### src/rtl/posit_pkg.sv
// Shared posit<N,ES> constants and the unpacked-value record exchanged between
// the posit decode side and this encoder.
package posit_pkg;

  localparam int N     = 8;
  localparam int ES    = 2;
  localparam int LOG_N = 3;
  localparam int FW    = 5;
  localparam int SW    = LOG_N + ES + 2;

  localparam int MAXSCALE = (N - 2) * (2 ** ES);

  localparam logic [N-1:0] MAXPOS = {1'b0, {(N-1){1'b1}}};
  localparam logic [N-1:0] MINPOS = {{(N-1){1'b0}}, 1'b1};
  localparam logic [N-1:0] NAR    = {1'b1, {(N-1){1'b0}}};

  typedef struct packed {
    logic                 sign;
    logic                 zero;
    logic                 nar;
    logic signed [SW-1:0] scale;
    logic [FW-1:0]        frac;
    logic                 sticky;
  } posit_unpacked_t;

endpackage

### src/rtl/posit_regime_pack.sv
// Stage-1 combinational packer: builds {regime, exponent, fraction}, truncates to
// N-1 magnitude bits and extracts guard/sticky, clamping out-of-range scales.
module posit_regime_pack
  import posit_pkg::*;
(
  input  logic signed [SW-1:0] i_scale,
  input  logic [FW-1:0]        i_frac,
  input  logic                 i_sticky,
  output logic [N-2:0]         o_mag,
  output logic                 o_g,
  output logic                 o_s,
  output logic                 o_sat
);

  localparam int XW = 2 * N + ES + FW;
  localparam int KW = SW - ES;
  localparam logic signed [SW-1:0] MAX_S = SW'(MAXSCALE);
  localparam logic signed [SW-1:0] MIN_S = SW'(-MAXSCALE);

  logic signed [KW-1:0] w_k;
  logic [ES-1:0]        w_e;
  logic [XW-1:0]        w_base;
  logic [XW-1:0]        w_shifted;
  logic [LOG_N-1:0]     w_shamt;

  // Upper scale bits are floor(scale / 2^ES); the low bits are the exponent field.
  assign w_k = i_scale[SW-1:ES];
  assign w_e = i_scale[ES-1:0];

  // A run of N identical regime bits sits above the terminator; shifting left
  // leaves exactly the required run length at the top of the vector.
  assign w_base = (w_k < 0) ? {{N{1'b0}}, 1'b1, w_e, i_frac, {(N-1){1'b0}}}
                            : {{N{1'b1}}, 1'b0, w_e, i_frac, {(N-1){1'b0}}};

  // NOTE: every signal driven in always_comb gets a default first, so no path
  // leaves it unassigned and no latch is inferred.
  always_comb begin
    w_shamt = '0;
    if (w_k < 0) w_shamt = LOG_N'(N + int'(w_k));
    else         w_shamt = LOG_N'(N - 1 - int'(w_k));
  end

  assign w_shifted = w_base << w_shamt;

  always_comb begin
    o_mag = w_shifted[XW-1 -: N-1];
    o_g   = w_shifted[XW-N];
    o_s   = (|w_shifted[XW-N-1:0]) | i_sticky;
    o_sat = 1'b0;
    if (i_scale > MAX_S) begin
      o_mag = MAXPOS[N-2:0];
      o_g   = 1'b0;
      o_s   = 1'b0;
      o_sat = 1'b1;
    end else if (i_scale < MIN_S) begin
      o_mag = MINPOS[N-2:0];
      o_g   = 1'b0;
      o_s   = 1'b0;
      o_sat = 1'b1;
    end
  end

endmodule

### src/rtl/posit_encode_pipe.sv
// Two-stage pipelined posit encoder: regime/shift in stage 1, round-to-nearest-even
// and sign/special packing in stage 2, valid/ready flow control at both ends.
module posit_encode_pipe
  import posit_pkg::*;
(
  input  logic          clk,
  input  logic          rst_n,
  input  logic          in_valid,
  output logic          in_ready,
  input  logic          in_sign,
  input  logic          in_zero,
  input  logic          in_nar,
  input  logic [SW-1:0] in_scale,
  input  logic [FW-1:0] in_frac,
  input  logic          in_sticky,
  output logic          out_valid,
  input  logic          out_ready,
  output logic [N-1:0]  out_posit,
  output logic          out_sat
);

  typedef struct packed {
    logic         sign;
    logic         zero;
    logic         nar;
    logic [N-2:0] mag;
    logic         g;
    logic         s;
    logic         sat;
  } s1_t;

  posit_unpacked_t w_in;
  s1_t             w_s1_next;
  s1_t             r_s1;
  logic            r_s1_v;
  logic            r_s2_v;
  logic            w_s1_ready;
  logic            w_s2_ready;
  logic            w_round;
  logic [N-1:0]    w_mag_r;
  logic [N-1:0]    w_posit;
  logic            w_sat;
  logic [N-1:0]    r_out_posit;
  logic            r_out_sat;

  assign w_in = '{sign: in_sign, zero: in_zero, nar: in_nar, scale: in_scale,
                  frac: in_frac, sticky: in_sticky};

  assign w_s2_ready = ~r_s2_v | out_ready;
  assign w_s1_ready = ~r_s1_v | w_s2_ready;
  assign in_ready   = w_s1_ready;

  posit_regime_pack u_regime_pack (
    .i_scale  (w_in.scale),
    .i_frac   (w_in.frac),
    .i_sticky (w_in.sticky),
    .o_mag    (w_s1_next.mag),
    .o_g      (w_s1_next.g),
    .o_s      (w_s1_next.s),
    .o_sat    (w_s1_next.sat)
  );

  assign w_s1_next.sign = w_in.sign;
  assign w_s1_next.zero = w_in.zero;
  assign w_s1_next.nar  = w_in.nar;

  // NOTE: sequential state uses non-blocking assignments so every register
  // samples pre-edge values regardless of process ordering.
  always_ff @(posedge clk or negedge rst_n) begin
    if (!rst_n)          r_s1_v <= 1'b0;
    else if (w_s1_ready) r_s1_v <= in_valid;
  end

  // NOTE: the stage-1 payload has no reset; it is only observed while r_s1_v
  // is set, and r_s1_v itself is reset.
  always_ff @(posedge clk) begin
    if (w_s1_ready && in_valid) r_s1 <= w_s1_next;
  end

  always_comb begin
    w_round = r_s1.g & (r_s1.mag[0] | r_s1.s);
    w_mag_r = {1'b0, r_s1.mag} + N'(w_round);
    w_sat   = r_s1.sat;
    if (w_mag_r == NAR) begin
      w_mag_r = MAXPOS;
      w_sat   = 1'b1;
    end else if (w_mag_r == '0) begin
      w_mag_r = MINPOS;
      w_sat   = 1'b1;
    end
    w_posit = r_s1.sign ? -w_mag_r : w_mag_r;
    if (r_s1.nar) begin
      w_posit = NAR;
      w_sat   = 1'b0;
    end else if (r_s1.zero) begin
      w_posit = '0;
      w_sat   = 1'b0;
    end
  end

  // The output payload is reset as well so the port reads zero during reset.
  always_ff @(posedge clk or negedge rst_n) begin
    if (!rst_n) begin
      r_s2_v      <= 1'b0;
      r_out_posit <= '0;
      r_out_sat   <= 1'b0;
    end else if (w_s2_ready) begin
      r_s2_v <= r_s1_v;
      if (r_s1_v) begin
        r_out_posit <= w_posit;
        r_out_sat   <= w_sat;
      end
    end
  end

  assign out_valid = r_s2_v;
  assign out_posit = r_out_posit;
  assign out_sat   = r_out_sat;

endmodule

### config.mk
export PLATFORM = sky130hd
export DESIGN_NAME = posit_encode_pipe
export DESIGN_NICKNAME = d
export VERILOG_FILES = /design/src/rtl/posit_pkg.sv /design/src/rtl/posit_regime_pack.sv /design/src/rtl/posit_encode_pipe.sv
export SDC_FILE = /design/constraint.sdc
export NUM_CORES = 1
export LEC_CHECK = 0
export ABC_AREA = 1
export BUFFER_PORTS_ARGS = -buffer_cell sky130_fd_sc_hd__buf_2
export CAP_MARGIN = 20
export CORE_MARGIN = 4
export CORE_UTILIZATION = 55
export CTS_BUF_LIST = sky130_fd_sc_hd__clkbuf_16
export DETAILED_ROUTE_END_ITERATION = 10
export GPL_ROUTABILITY_DRIVEN = 0
export PLACE_DENSITY = 0.79
export SETUP_SLACK_MARGIN = 0.5
export SLEW_MARGIN = 20
export SYNTH_ARGS = -nofsm -noshare
export SYNTH_HDL_FRONTEND = slang
export SYNTH_SLANG_ARGS = --single-unit
### constraint.sdc
create_clock -name clk -period 3.5 [get_ports clk]
set_input_delay 0.175 -clock clk [delete_from_list [all_inputs] [get_ports clk]]
set_output_delay 0.175 -clock clk [all_outputs]
set_load 0.01 [all_outputs]
Word-level counts from Yosys, hierarchy flattened

Cells that the tools add are included.

$add $sub $neg: 4
$lt $le $gt $ge: 3
Equality and inequality tests: 1
Shift operators: 1
Multiplexer cells: 13
Bitwise gates (word level): 7
Reduce and logical (&&, ||, !) cells: 5

Operators by type and width:

| operator              | count |
|---|---|
| $mux W8               | 5 |
| $mux W23              | 1 |
| $shl A23 B3 Y23       | 1 |
| $reduce_or A15 Y1     | 1 |
| $add A7 B1 Y8         | 1 |
| $eq A8 B8 Y1 const B  | 1 |
| $logic_not A8 Y1      | 1 |
| $neg A8 Y8            | 1 |
| $gt A7 B6 Y1 const B  | 1 |
| $lt A7 B6 Y1 const B  | 1 |
| $mux W7               | 1 |
| $lt A5 B1 Y1 const B  | 1 |
| $mux W1               | 5 |
| $or A1 B1 Y1          | 4 |
| $add A1 B3 Y3 const A | 1 |
| $mux W3               | 1 |
| $sub A1 B3 Y3 const A | 1 |
| $not A1 Y1            | 2 |
| $reduce_and A2 Y1     | 1 |
| $reduce_or A2 Y1      | 1 |
| $and A1 B1 Y1         | 1 |
| $logic_and A1 B1 Y1   | 1 |

Register bits: 24
Bits of input ports: 20
Output and inout port bits: 11
Logic and storage cells: 46

Depth between registers and ports, before layout

Depth in word-level cells: 10
Gate-level depth with buffers: 18
Gate-level depth less buffers: 18

By module

From an unflattened synthesis, not the netlist that was laid out.

Cells, all modules: 234
Area total of the unflattened synthesis: 1,674.1 um2

Modules (own cells, without submodules):

| module            | instances | cells each | area each (um2) | sequential area each (um2) |
|---|---|---|---|---|
| posit_encode_pipe | 1         | 144        | 1,256.2         | 665.6 |
| posit_regime_pack | 1         | 90         | 417.9           | 0.0 |

Least setup slack after synthesis

Ideal clock, no wire load.

Path type: register to register
From: reg r_s1[3] in the netlist's numbering
To: reg r_out_posit[2], in the netlist out_posit[2]
Setup time: 0.122 ns
Arrival: 2.404 ns
Required time: 3.378 ns
Path slack: 0.975 ns
Stages on the path, launching flop included: 15
Buffers on the path: 0
Clock period less this slack: 2.525 ns
Cell sequence: edfxtp_1 -> o21a_1 -> ha_1 -> ha_1 -> or2_1 -> nor2_2 -> nand3_1 -> nor2_1 -> nand2_1 -> nand2_1 -> nor2_1 -> ha_1 -> nor2_1 -> nand2_1 -> a32o_1

Word-level cells in the longest chain between the ends: 10
Elaborated cells on any way between the ends: 11
Classes of those cells: 2 x add/sub; 1 x eq/ne; 5 x mux; 2 x bitwise; 1 x reduce/logical

RTL lines:

| item                   | line                     | RTL |
|---|---|---|
| from (decl)            | posit_encode_pipe.sv:34  | `s1_t r_s1;` |
| from (signal assigned) | posit_encode_pipe.sv:77  | `if (w_s1_ready && in_valid) r_s1 <= w_s1_next;` |
| $or A1 B1 Y1           | posit_encode_pipe.sv:81  | `w_round = r_s1.g & (r_s1.mag[0] \| r_s1.s);` |
| $and A1 B1 Y1          | posit_encode_pipe.sv:81  |  |
| $add A7 B1 Y8 (*)      | posit_encode_pipe.sv:82  | `w_mag_r = {1'b0, r_s1.mag} + N'(w_round);` |
| $logic_not A8 Y1       | posit_encode_pipe.sv:87  | `end else if (w_mag_r == '0) begin` |
| $mux W8                | posit_encode_pipe.sv:87  |  |
| $mux W8 (*)            | posit_encode_pipe.sv:84  | `if (w_mag_r == NAR) begin` |
| $neg A8 Y8             | posit_encode_pipe.sv:91  | `w_posit = r_s1.sign ? -w_mag_r : w_mag_r;` |
| $mux W8 (*)            | posit_encode_pipe.sv:91  |  |
| $mux W8 (*)            | posit_encode_pipe.sv:95  | `end else if (r_s1.zero) begin` |
| $mux W8 (*)            | posit_encode_pipe.sv:92  | `if (r_s1.nar) begin` |
| to (signal assigned)   | posit_encode_pipe.sv:110 | `r_out_posit <= w_posit;` |
| to (decl)              | posit_encode_pipe.sv:43  | `logic [N-1:0] r_out_posit;` |

Every way passes the cells marked *; elsewhere a longest branch is shown, timed or not.
A chain may end at the register's enable or synchronous reset.

Final worst setup path

Same ends and word-level chain as after synthesis.

==> run metrics <==
status=complete, no violations; antenna cells=0; total track usage=17.4%; Initial Util=between 50% and 60%; Rel. slew slack=about two fifths; CTS root buf=clkbuf_16; Vias/cell=a little over 5; die area=3900 sq um; final hold vios=0; grt total ovfl=0; DPL Wire Length=~2.4 mm; Port-buffer cells=30; Syn Nets=approximately 250; Cell Chain, Critical Path=o21a_1 > ha_1 > ha_1 > or2_1 > nor2_2 > and3_1 > nor2_1 > ha_1 > nor2_1 > nand2_1 > a32o_1; crit path time final=roughly 2.7 ns; Avg Cell Area, Syn=7.31 sq um; Max Cap Viol=0; Stages on worst setup path=11; number of synthesized flops with an enable pin=13; sequential fraction of the synthesis area=about two fifths; core area=2810 sq um; met3 WL=approximately 90 um; Overall Power=around 880 uW; Critical Path Max Stage Delay=slightly below 0.4 ns; critical path required time=between 3 and 4 ns; vias in the first global route=about 1.4k; yosys warns=0; Layout Nets=280; drt wl/cell=approximately 11 um; # rows=19; worst reg-to-reg path cell count=11; post-synth top area cell=edfxtp_1; crit-path most repeated cell=ha_1; CTS H-tree depth=1; worst setup path class=reg -> reg; CTS tree=built; Final setup viols=0; area delta synth->final=17.1%; # DRC=0; Syn Inst Count=around 220; Post-Syn Area=approximately 1600 sq um; Clock Path Buffers=2; DR WL met2=approximately 1.5 mm; Setup Skew=between 0.007 and 0.008 ns; RSZ-0062 raised after global routing=false; share of cells above drive strength 1=21.2%; CP arrival=2.85 ns; Setup TNS=0 ns; Worst Hold Launch=in_sign; Routed WL=3.08 mm; Reg-to-Reg Start=r_s1[3]; CP Buf/Inv Count=0; Num CTS Buffers=3; Async S/R FF share, synth=a little under half; period utilization=about 77%; Finished Layout Cells=around 290; final core occ=approximately 68%; Netlist cell types=30; PwrDens=459 nW/um^2; post-route cell area=~1900 sq um; M1 WL=roughly 1.4 mm; DR vias=about 1.5k; largest net degree at the start of global routing=15; Max Fclk=0.370 GHz; placed cell count=roughly 280; initial antenna violation count=0; top sig layer=met4; I/O pins=31; Hold Crit Class=in -> reg; Die Wd=about 62 um; clk sinks=24; CP Max Fanout=6; Hold Crit Depth=1; PostCTS Resize Cnt=0; Critical path origin=r_s1[3]; P_leak=about 0.99 nW; Final Slew Violations=0; top post-synthesis cells by area=edfxtp_1, dfrtp_1, nand2_1, inv_1, nor2_1; slowest cell on the critical path=edfxtp_1; Yosys top cell area share=approximately a quarter; Startpoint Class=flip-flop; 1st-iter DRT viols=48; clock-pin slew on the worst setup and hold paths=0.06 ns; first-pass GRT wire length=5.58 mm; die height=between 60 and 70 um; Pre-antenna DRT Iters=4; later-pin clock latency in the skew report=between 0.2 and 0.3 ns; Routed Antenna Nets=0; VDD IR-drop max=approximately 0.34 mV; crit-path leading delay family=simple AND/OR/NAND/NOR gates; Slew @ Worst Pin=slightly below 0.9 ns; setup repair bufs after CTS=0; post-place instance area=1800 sq um; prevailing post-synth register cell=edfxtp_1; crit end category=flip-flop; #FFs+latches synth=24
[flip-flops by register name, summed over array words and instances, names as in the netlist]
register / count
r_s1: 13
out_posit: 8
out_sat: 1
out_valid: 1
r_s1_v: 1
[final timing paths]
check                      slack, ns           end
hold reg to reg                 0.48  out_posit[4]
min in group asynchronous       0.31  out_posit[6]
setup reg to reg                0.80  out_posit[2]
max in group asynchronous       2.98  out_posit[1]
hold / removal                  0.09      r_s1[12]
setup / recovery                0.80  out_posit[2]
[where the power goes]
group | total (mW) | leakage [nW] | internal (mW) | switching [mW]
clock | 0.289 | 0.0493 | 0.198 | 0.0911
sequential | 0.366 | 0.266 | 0.342 | 0.0238
combinational | 0.222 | 0.677 | 0.0849 | 0.137
total | 0.876 | 0.992 | 0.625 | 0.252
[cell type report]
| class | count | area [sq um] |
|---|---|---|
| clock buffer | 4 | 100 |
| fill | 243 | 897 |
| inverter | 33 | 124 |
| multi-input combinational | 163 | 820 |
| sequential | 24 | 666 |
| tap | 31 | 38.8 |
| timing repair buffer | 31 | 160 |
[worst reg2reg max path, delay by kind of cell (launching register included)]
| kind | cells | cell delay (ns) |
|---|---|---|
| adders and majority gates | 3 | 0.80 |
| and+or+nand+nor | 6 | 0.97 |
| AOI/OAI and AO/OA | 2 | 0.43 |
| DFF | 1 | 0.39 |
[synth_stat cells (all sizes together), types with 4 or more instances]
library cell,number
edfxtp,13
nand4,4
nor2,22
ha,4
o21ai,27
or2,4
dfrtp,11
nand2,72
nand3,12
inv,33
a21oi,7
[what timing repair did]
action	4_1_cts	5_1_grt
hold buffers	1	0
endpoints found under the hold margin	11	0
setup endpoints to repair	0	0
[per-stage QoR]
step,hold WS (ns),setup slack [ns]
4_1_cts,0.0837,0.802
3_3_place_gp,0.0527,0.892
2_1_floorplan,-0.121,0.975
6_report,0.0877,0.800
5_1_grt,0.0839,0.617
3_5_place_dp,0.0520,0.810
[placed cells by master, fill, tap and decap left out, types with 2 or more instances in the layout]
master,instances
buf_2,30
o21ai_0,14
or2_1,3
clkbuf_16,4
nor2_2,2
nor3_1,2
a21oi_1,7
dfrtp_1,11
edfxtp_1,13
nand2_1,65
nand3_1,8
nand4_1,4
ha_1,4
o211ai_1,2
o21ai_1,12
nor2_1,20
nand3_2,4
inv_1,29
inv_2,4
nand2_2,7
[routing by layer]
| layer | up-vias | track usage [%] |
|---|---|---|
| li1 | 794 | - |
| met1 | 658 | 20.4 |
| met2 | 28 | 31.3 |
| met3 | 7 | 2.16 |
| met4 | 0 | 8.26 |
| met5 | - | 0 |
[cell families after synthesis]
group,synth area share (%)
AO/OA/AOI/OAI,13.7
flip-flops,40.9
buffers and inverters,8.83
XOR/XNOR,0.538
adder cells (fa/ha/maj),3.07
AND/OR/NAND/NOR,33.0
Power figures use the tool's default switching activity.
